===== src/rtl/alu_sched_if.sv =====
// Bundle between alu_sched and its surroundings: request channel, the shared ALU, and the tagged response channel.
// The scheduler uses the slave modport. Requesters, the ALU and the response consumer use the master modport.
interface alu_sched_if #(
  parameter int NUM_REQ = 2,
  parameter int DATA_W  = 32,
  parameter int OP_W    = 4,
  parameter int ID_W    = 2
);
  logic [NUM_REQ-1:0]        req_valid;
  logic [NUM_REQ-1:0]        req_ready;
  logic [NUM_REQ*DATA_W-1:0] req_src1;
  logic [NUM_REQ*DATA_W-1:0] req_src2;
  logic [NUM_REQ*OP_W-1:0]   req_op;
  logic                      alu_enable;
  logic [DATA_W-1:0]         alu_src1;
  logic [DATA_W-1:0]         alu_src2;
  logic [OP_W-1:0]           alu_op;
  logic [DATA_W-1:0]         alu_result;
  logic                      alu_overflow;
  logic                      resp_valid;
  logic                      resp_ready;
  logic [ID_W-1:0]           resp_id;
  logic [DATA_W-1:0]         resp_result;
  logic                      resp_overflow;
  logic                      resp_err;

  modport slave (
    input  req_valid, req_src1, req_src2, req_op, alu_result, alu_overflow, resp_ready,
    output req_ready, alu_enable, alu_src1, alu_src2, alu_op,
           resp_valid, resp_id, resp_result, resp_overflow, resp_err
  );

  modport master (
    output req_valid, req_src1, req_src2, req_op, alu_result, alu_overflow, resp_ready,
    input  req_ready, alu_enable, alu_src1, alu_src2, alu_op,
           resp_valid, resp_id, resp_result, resp_overflow, resp_err
  );
endinterface


===== src/rtl/alu_sched.sv =====
// Round-robin scheduler sharing one external ALU among NUM_REQ requesters (IDLE -> ISSUE -> RESP).
// Optional ALU_SCHED_OPCHECK_EN: ops above 4'b0101 are not issued and come back with resp_err=1.
//
// Handshakes: a transfer happens on a rising edge where valid && ready. Requesters hold valid and
// payload until ready. resp_id/result/overflow/err hold while resp_valid && !resp_ready.
module alu_sched #(
  parameter int NUM_REQ = 2,
  parameter int DATA_W  = 32,
  parameter int OP_W    = 4,
  parameter int ID_W    = 2
) (
  input  logic       clk,
  input  logic       rst_n,
  alu_sched_if.slave bus,
  output logic       busy,
  output logic [1:0] dbg_state
);

  typedef enum logic [1:0] {IDLE = 2'd0, ISSUE = 2'd1, RESP = 2'd2} state_t;

  state_t              state_q, state_d;
  logic [ID_W-1:0]     rr_ptr_q, id_q, win_id;
  logic [NUM_REQ-1:0]  win_onehot;
  logic                win_found, accept, op_illegal, err_q;
  logic [DATA_W-1:0]   win_src1, win_src2, src1_q, src2_q, result_q;
  logic [OP_W-1:0]     win_op, op_q;
  logic                ovf_q;

  // Search order is rr_ptr+1, rr_ptr+2, ... modulo NUM_REQ; the first valid requester wins.
  always_comb begin
    win_found  = 1'b0;
    win_id     = '0;
    win_onehot = '0;
    win_src1   = '0;
    win_src2   = '0;
    win_op     = '0;
    for (int k = 1; k <= NUM_REQ; k++) begin
      for (int i = 0; i < NUM_REQ; i++) begin
        if (!win_found && bus.req_valid[i] && ((int'(rr_ptr_q) + k) % NUM_REQ == i)) begin
          win_found     = 1'b1;
          win_id        = ID_W'(i);
          win_onehot[i] = 1'b1;
          win_src1      = bus.req_src1[i*DATA_W +: DATA_W];
          win_src2      = bus.req_src2[i*DATA_W +: DATA_W];
          win_op        = bus.req_op[i*OP_W +: OP_W];
        end
      end
    end
  end

`ifdef ALU_SCHED_OPCHECK_EN
  assign op_illegal = (win_op > OP_W'(5));
`else
  assign op_illegal = 1'b0;
`endif

  assign accept = (state_q == IDLE) && win_found;

  always_ff @(posedge clk or negedge rst_n) begin
    if (!rst_n) state_q <= IDLE;
    else        state_q <= state_d;
  end

  always_comb begin
    state_d = state_q;
    case (state_q)
      IDLE:    if (win_found) state_d = ISSUE;
      ISSUE:   state_d = RESP;
      RESP:    if (bus.resp_ready) state_d = IDLE;
      default: state_d = IDLE;
    endcase
  end

  // req_ready is gated by rst_n so every output reads 0 while reset is asserted.
  always_comb begin
    bus.req_ready  = (rst_n && state_q == IDLE) ? win_onehot : '0;
    bus.alu_enable = (state_q == ISSUE) && !err_q;
    bus.resp_valid = (state_q == RESP);
    busy           = (state_q != IDLE);
    dbg_state      = state_q;
  end

  always_ff @(posedge clk or negedge rst_n) begin
    if (!rst_n) begin
      rr_ptr_q <= ID_W'(NUM_REQ - 1);
      id_q     <= '0;
      src1_q   <= '0;
      src2_q   <= '0;
      op_q     <= '0;
      err_q    <= 1'b0;
      result_q <= '0;
      ovf_q    <= 1'b0;
    end else begin
      if (accept) begin
        rr_ptr_q <= win_id;
        id_q     <= win_id;
        src1_q   <= win_src1;
        src2_q   <= win_src2;
        op_q     <= win_op;
        err_q    <= op_illegal;
      end
      if (state_q == ISSUE) begin
        result_q <= err_q ? '0 : bus.alu_result;
        ovf_q    <= err_q ? 1'b0 : bus.alu_overflow;
      end
    end
  end

  // The operand latches drive the ALU directly, so they hold their values outside ISSUE.
  assign bus.alu_src1      = src1_q;
  assign bus.alu_src2      = src2_q;
  assign bus.alu_op        = op_q;
  assign bus.resp_id       = id_q;
  assign bus.resp_result   = result_q;
  assign bus.resp_overflow = ovf_q;
  assign bus.resp_err      = err_q;

endmodule


===== src/flat_wrapper.sv =====
// flat-port wrapper written by rule: the top's interface ports become plain ports
module alu_sched_flat 
#(
  parameter int NUM_REQ = 2,
  parameter int DATA_W  = 32,
  parameter int OP_W    = 4,
  parameter int ID_W    = 2
)
  (clk, rst_n, busy, dbg_state, bus_req_valid, bus_req_src1, bus_req_src2, bus_req_op, bus_alu_result, bus_alu_overflow, bus_resp_ready, bus_req_ready, bus_alu_enable, bus_alu_src1, bus_alu_src2, bus_alu_op, bus_resp_valid, bus_resp_id, bus_resp_result, bus_resp_overflow, bus_resp_err);
  alu_sched_if #(.NUM_REQ(NUM_REQ), .DATA_W(DATA_W), .OP_W(OP_W), .ID_W(ID_W)) bus_i ();
  input  logic clk;
  input  logic rst_n;
  output logic busy;
  output logic [1:0] dbg_state;
  input wire logic [$bits(bus_i.req_valid)-1:0] bus_req_valid;
  input wire logic [$bits(bus_i.req_src1)-1:0] bus_req_src1;
  input wire logic [$bits(bus_i.req_src2)-1:0] bus_req_src2;
  input wire logic [$bits(bus_i.req_op)-1:0] bus_req_op;
  input wire logic [$bits(bus_i.alu_result)-1:0] bus_alu_result;
  input wire logic [$bits(bus_i.alu_overflow)-1:0] bus_alu_overflow;
  input wire logic [$bits(bus_i.resp_ready)-1:0] bus_resp_ready;
  output wire logic [$bits(bus_i.req_ready)-1:0] bus_req_ready;
  output wire logic [$bits(bus_i.alu_enable)-1:0] bus_alu_enable;
  output wire logic [$bits(bus_i.alu_src1)-1:0] bus_alu_src1;
  output wire logic [$bits(bus_i.alu_src2)-1:0] bus_alu_src2;
  output wire logic [$bits(bus_i.alu_op)-1:0] bus_alu_op;
  output wire logic [$bits(bus_i.resp_valid)-1:0] bus_resp_valid;
  output wire logic [$bits(bus_i.resp_id)-1:0] bus_resp_id;
  output wire logic [$bits(bus_i.resp_result)-1:0] bus_resp_result;
  output wire logic [$bits(bus_i.resp_overflow)-1:0] bus_resp_overflow;
  output wire logic [$bits(bus_i.resp_err)-1:0] bus_resp_err;
  assign bus_i.req_valid = bus_req_valid;
  assign bus_i.req_src1 = bus_req_src1;
  assign bus_i.req_src2 = bus_req_src2;
  assign bus_i.req_op = bus_req_op;
  assign bus_i.alu_result = bus_alu_result;
  assign bus_i.alu_overflow = bus_alu_overflow;
  assign bus_i.resp_ready = bus_resp_ready;
  assign bus_req_ready = bus_i.req_ready;
  assign bus_alu_enable = bus_i.alu_enable;
  assign bus_alu_src1 = bus_i.alu_src1;
  assign bus_alu_src2 = bus_i.alu_src2;
  assign bus_alu_op = bus_i.alu_op;
  assign bus_resp_valid = bus_i.resp_valid;
  assign bus_resp_id = bus_i.resp_id;
  assign bus_resp_result = bus_i.resp_result;
  assign bus_resp_overflow = bus_i.resp_overflow;
  assign bus_resp_err = bus_i.resp_err;
  alu_sched #(.NUM_REQ(NUM_REQ), .DATA_W(DATA_W), .OP_W(OP_W), .ID_W(ID_W)) u_core (.clk(clk), .rst_n(rst_n), .bus(bus_i), .busy(busy), .dbg_state(dbg_state));
endmodule

===== config.mk =====
export PLATFORM = sky130hd
export DESIGN_NAME = alu_sched_flat
export DESIGN_NICKNAME = d
export VERILOG_FILES = /design/src/rtl/alu_sched_if.sv /design/src/rtl/alu_sched.sv /design/src/flat_wrapper.sv
export SDC_FILE = /design/constraint.sdc
export NUM_CORES = 1
export LEC_CHECK = 0
export BUFFER_PORTS_ARGS = -buffer_cell sky130_fd_sc_hd__buf_4
export CORE_MARGIN = 5
export CORE_UTILIZATION = 35
export DETAILED_ROUTE_END_ITERATION = 7
export GPL_ROUTABILITY_DRIVEN = 0
export GPL_TIMING_DRIVEN = 0
export MAX_ROUTING_LAYER = met4
export PLACE_DENSITY_LB_ADDON = 0.15
export SETUP_SLACK_MARGIN = 0.05
export SLEW_MARGIN = 20
export SYNTH_ARGS = -nofsm -noshare
export SYNTH_HDL_FRONTEND = slang
export SYNTH_SLANG_ARGS = --single-unit

===== constraint.sdc =====
create_clock -name clk -period 2.7 [get_ports clk]
set_clock_uncertainty 0.15 [all_clocks]
set_input_delay 0.405 -clock clk [delete_from_list [all_inputs] [get_ports clk]]
set_output_delay 0.405 -clock clk [all_outputs]
set_load 0.03 [all_outputs]

* Yosys cells after proc, flatten, opt, wreduce, memory -nomap -nowiden
Cells that the tools add are included.
** Cells by class
- $add $sub $neg :: 2
- Equal/unequal tests :: 6
- Mux-type cells :: 26
- Bitwise logic cells :: 2
- Reduce and logical (&&, ||, !) cells :: 17
** Operator list (count)
- $mux W32 :: 8
- $logic_not A32 Y1 :: 2
- $mux W4 :: 4
- $mux W1 :: 10
- $logic_and A1 B1 Y1 :: 9
- $eq A2 B2 Y1 const B :: 3
- $mux W2 :: 3
- $pmux W2 S3 :: 1
- $logic_not A1 Y1 :: 3
- $add A1 B1 Y1 const B :: 2
- $and A1 B1 Y1 const A :: 2
- $eq A2 B1 Y1 const B :: 1
- $logic_not A2 Y1 :: 1
- $ne A2 B1 Y1 const B :: 1
- $ne A2 B2 Y1 const B :: 1
- $reduce_and A2 Y1 :: 1
- $reduce_bool A2 Y1 :: 1
** Word-level totals
- Flip-flop bits (word level) :: 105
- Bits of input ports :: 174
- Output and inout bits :: 111
- Logic and storage cells :: 61

* Depth between registers and ports, before layout
- Depth in word-level cells :: 19
- Gate-level depth with buffers :: 6
- Depth with buffers taken out :: 4

* Least setup slack after synthesis
OpenSTA, ideal clock, no wires.
- Path type :: flip-flop to output port
- From :: register u_core.state_q[0], in the netlist u_core.dbg_state[0]
- To :: output port bus_req_ready[0]
- Arrival :: 1.582 ns
- Data required time :: 2.145 ns
- Slack :: 0.563 ns
- Stages on the path, launching flop included :: 7
- Path buffers :: 3
- Path through :: dfrtp_1 > nor2_1 > and3_1 > clkbuf_1 > buf_2 > buf_6 > and2_1
** Between the ends
- Word-level cells in the longest chain between the ends :: 3
** RTL lines
- start: declaration :: line alu_sched.sv:21 : state_t state_q, state_d;
- start signal: assignment :: line alu_sched.sv:61 : else state_q <= state_d;
- $logic_not A2 Y1 :: line alu_sched.sv:76 : bus.req_ready = (rst_n && state_q == IDLE) ? win_onehot : '0;
- $logic_and A1 B1 Y1 :: line alu_sched.sv:76
- $mux W2 :: line alu_sched.sv:76
- end: declaration :: line flat_wrapper.sv:22 : output wire logic [$bits(bus_i.req_ready)-1:0] bus_req_ready;
No other way between the ends.

* Worst setup path after layout
- From :: register u_core.rr_ptr_q[0]
- To :: output port bus_req_ready[0]
** Between the ends
- Word-level cells in the longest chain between the ends :: 14
- Elaborated cells between the ends (all ways) :: 18
- Those cells by class :: add/sub: 2; eq/ne: 1; mux: 4; bitwise: 2; reduce/logical: 9
** RTL lines
- start: declaration :: line alu_sched.sv:22 : logic [ID_W-1:0] rr_ptr_q, id_q, win_id;
- start signal: assignment :: line alu_sched.sv:85 : rr_ptr_q <= ID_W'(NUM_REQ - 1);
- start signal: assignment :: line alu_sched.sv:95 : rr_ptr_q <= win_id;
- $add A1 B1 Y1 :: line alu_sched.sv:39 : if (!win_found && bus.req_valid[i] && ((int'(rr_ptr_q) + k) % NUM_REQ == i)) begin
- $and A1 B1 Y1 (no source line)
- $logic_not A32 Y1 :: line alu_sched.sv:39
- $logic_and A1 B1 Y1 :: line alu_sched.sv:39
- $mux W1 :: line alu_sched.sv:39
- $logic_not A1 Y1 :: line alu_sched.sv:39
- $logic_and A1 B1 Y1 (2 in series) :: line alu_sched.sv:39
- $mux W1 :: line alu_sched.sv:39
- $logic_not A1 Y1 :: line alu_sched.sv:39
- $logic_and A1 B1 Y1 (2 in series) :: line alu_sched.sv:39
- $mux W1 (*) :: line alu_sched.sv:39
- $mux W2 (*) :: line alu_sched.sv:76
Every way passes the cells marked *; elsewhere a longest branch is shown, timed or not.

==> impl_metrics.csv <==
group,metric,value,unit
run_status,status,"completed",
detailed_routing,ant_nets,0,
sta,hold_viol_final,0,
clocking,htree_levels,3,
global_routing,grt_pass1_wl,23100,um
die,die_y,124,um
sta,max-slew-margin-rel,0.347,
global_routing,antenna_found_initial,0,
detailed_routing,vias_per_cell,4.98,
power,power_density,1310,mW/mm2
critical_path,rr_startpoint,"u_core.dbg_state[0]",
finish,area_delta_synth_final,58.1,%
die,io-pin-count,285,
yosys,ys_ff_latch,105,
detailed_routing,drt_iter0_drc,233,
yosys,ys_seq_area_frac,0.583,
detailed_routing,wl,15400,um
clocking,cts.clk_slew.worst_paths,0.07,ns
critical_path,crit_fanout,10,
yosys,postSynthCellCount,370,
critical_path,crit_top_cell,"buf_4",
critical_path,end_kind,"output pin",
placement,io_buffers,282,
die,die_x,124,um
run,cap_violations,0,
critical_path,arrival,1.94,ns
critical_path,rr_endpoint,"u_core.bus.alu_src2[11]",
sta,worst_pin_slew,0.980,ns
critical_path,crit_buf_inv,3,
critical_path,cp-endpoint,"bus_req_ready[0]",
yosys,syn_area,0.00451,mm2
critical_path,crit_type,"flip-flop to output pin",
clocking,post-cts-setup-buffers,0,
detailed_routing,vias,4169,
critical_path,slowest_delay,0.57,ns
sta,fmax,401,MHz
sta,timing.final.crit_period,2.49,ns
finish,layout_common_cells,"buf_4, dfrtp_1, and3_1",
detailed_routing,topRoutingLayerUsed,"met4",
global_routing,grt-ovfl-total,0,
clocking,clk_path_buf_depth,2,
sta,rsz0062_at_grt,"false",
detailed_routing,wl_met2,7660,um
clocking,clock-root-buffer,"clkbuf_16",
clocking,cts_hold_buf,0,
yosys,avgSynthCellArea,12.2,um2
finish,final-seq-area,0.00263,mm2
sta,final.period_utilization,0.923,
clocking,clk_latency,0.35,ns
sta,slew_violations,0,
critical_path,crit_family,"flip-flops",
finish,antenna_cells,0,
min_path,min_path_type,"input pin to async pin",
global_routing,grt_pass1_vias,4345,
detailed_routing,first_pass_iters,4,
critical_path,worstSetupStartpoint,"u_core.rr_ptr_q[0]",
sta,setup_viol,0,
detailed_routing,routedWlPerCell,18.4,um
die,die_area,0.0153,mm2
power,power_leakage,0.00375,uW
die,initial_utilization,0.357,
finish,mostFrequentLayoutCell,"buf_4",
yosys,synth_cell_type_count,24,
clocking,clock_sinks,105,
die,row_count,41,
detailed_routing,wl_met3,1330,um
clocking,cts_buffers,9,
finish,final_layout_size_suffix_gt1_frac,0.525,
critical_path,r2r_cells,5,
global_routing,track_usage,0.204,
finish,fillCellCount,1157,
critical_path,path_cells,"nand2b_1 > and3_2 > buf_4 > buf_6 > and2_1 > buf_4",
critical_path,startpoint_type,"flip-flop",
critical_path,critPathSlowestCell,"dfstp_2",
finish,multi_input_area,0.00156,mm2
yosys,yosys_warnings,0,
critical_path,cp.required,2.14,ns
detailed_routing,routedLengthMet1,6110,um
placement,dp_hpwl,11900,um
die,core,0.0126,mm2
critical_path,crit_cells,6,
power,ir_drop,0.000507,V
sta,fin_hold_ws,0.0104,ns
detailed_routing,drc,0,
critical_path,regToRegSetupSlack,0.67,ns
finish,fin_nets,837,
clocking,cts_tree,"built",
sta,tns,0,ns
global_routing,grt_start_max_net_pins,108,
## cells in the mapped netlist (all sizes together)
cell type    n  area share
a21boi       1      0.0017
a21o         1      0.0017
a221o       48        0.11
a22o         2      0.0039
and2         1      0.0014
and3        50       0.069
buf         19       0.023
clkbuf      19       0.016
conb         1     0.00083
dfrtp      104        0.58
dfstp        1      0.0058
inv         43       0.036
mux2        33       0.082
nand2        1     0.00083
nand2b       1      0.0014
nand3        1      0.0011
nand4       20       0.028
nor2         1     0.00083
nor2b        2      0.0028
o21ai        1      0.0011
o221ai      20       0.039
## flip-flops by register name, summed over array words and instances (netlist names)
signal / cells
u_core.bus.resp_id: 1
u_core.bus.resp_overflow: 1
u_core.bus.alu_src1: 32
u_core.bus.alu_src2: 32
u_core.bus.alu_op: 4
u_core.bus.resp_result: 32
u_core.rr_ptr_q: 1
u_core.dbg_state: 2
## logic make-up after synthesis
family | after synthesis | share of synthesized area
buf+inv | 81 | 0.0749
flops | 105 | 0.583
compound gates | 73 | 0.154
simple gates | 77 | 0.105
other cells | 1 | 0.000831
mux | 33 | 0.0824
## worst reg2reg max path: cells and delay by family (launching register included)
family,cells,cell delay [ns]
AOI/OAI and AO/OA,2,0.63
buffers and inverters,2,0.54
DFF,1,0.42
and+or+nand+nor,1,0.18
## stage by stage
step / instances / power, uW / util / worst slack (ns) / area [um2]
4_1_cts: 837 / 9430 / 0.565 / 0.131 / 7120
2_1_floorplan: 371 / 6020 / - / 0.563 / 4510
5_1_grt: 837 / 9860 / 0.565 / 0.0622 / 7130
6_report: 837 / 9330 / 0.565 / 0.209 / 7130
3_3_place_gp: 825 / 8050 / 0.543 / 0.186 / 6850
3_5_place_dp: 825 / 8140 / 0.543 / 0.295 / 6850
## worst min path at each step
stage | from | endpoint | slack (ns)
floorplan | rst_n | u_core.bus.alu_op[0] | -0.04
global placement | u_core.bus.resp_id[0] | u_core.bus.resp_id[0] | 0.34
detailed placement | u_core.bus.resp_id[0] | u_core.bus.resp_id[0] | 0.34
CTS | rst_n | u_core.bus.resp_result[2] | 0.08
global route | rst_n | u_core.bus.resp_result[2] | 0.12
finish | rst_n | u_core.bus.resp_result[2] | 0.01
## layer usage
layer  track usage  vias to the layer above
met3        0.0526                       20
met1         0.249                     2005
met5             -                        -
li1              -                     1964
met2         0.332                      180
met4        0.0671                        0
## report_power, final
| group | switching, uW | total [uW] | internal, uW |
|---|---|---|---|
| clock | 565 | 1270 | 706 |
| sequential | 447 | 2820 | 2370 |
| combinational | 3070 | 5240 | 2170 |
| total | 4080 | 9330 | 5240 |
## final cells by class
cell class / instances / share of cell area
Clock buffer: 10 / 0.0321
Inverter: 43 / 0.0226
Clock inverter: 3 / 0.00614
Buffer: 37 / 0.0246
Multi-Input combinational cell: 185 / 0.218
Tap cell: 172 / 0.0302
Timing Repair Buffer: 282 / 0.297
Sequential cell: 105 / 0.369
## timing repair
action | in CTS | in global routing
gates cloned | 0 | 0
endpoints found under the setup margin | 1 | 2
gates resized for setup | 2 | 2
No activity file was read; power rests on OpenSTA's default activity.
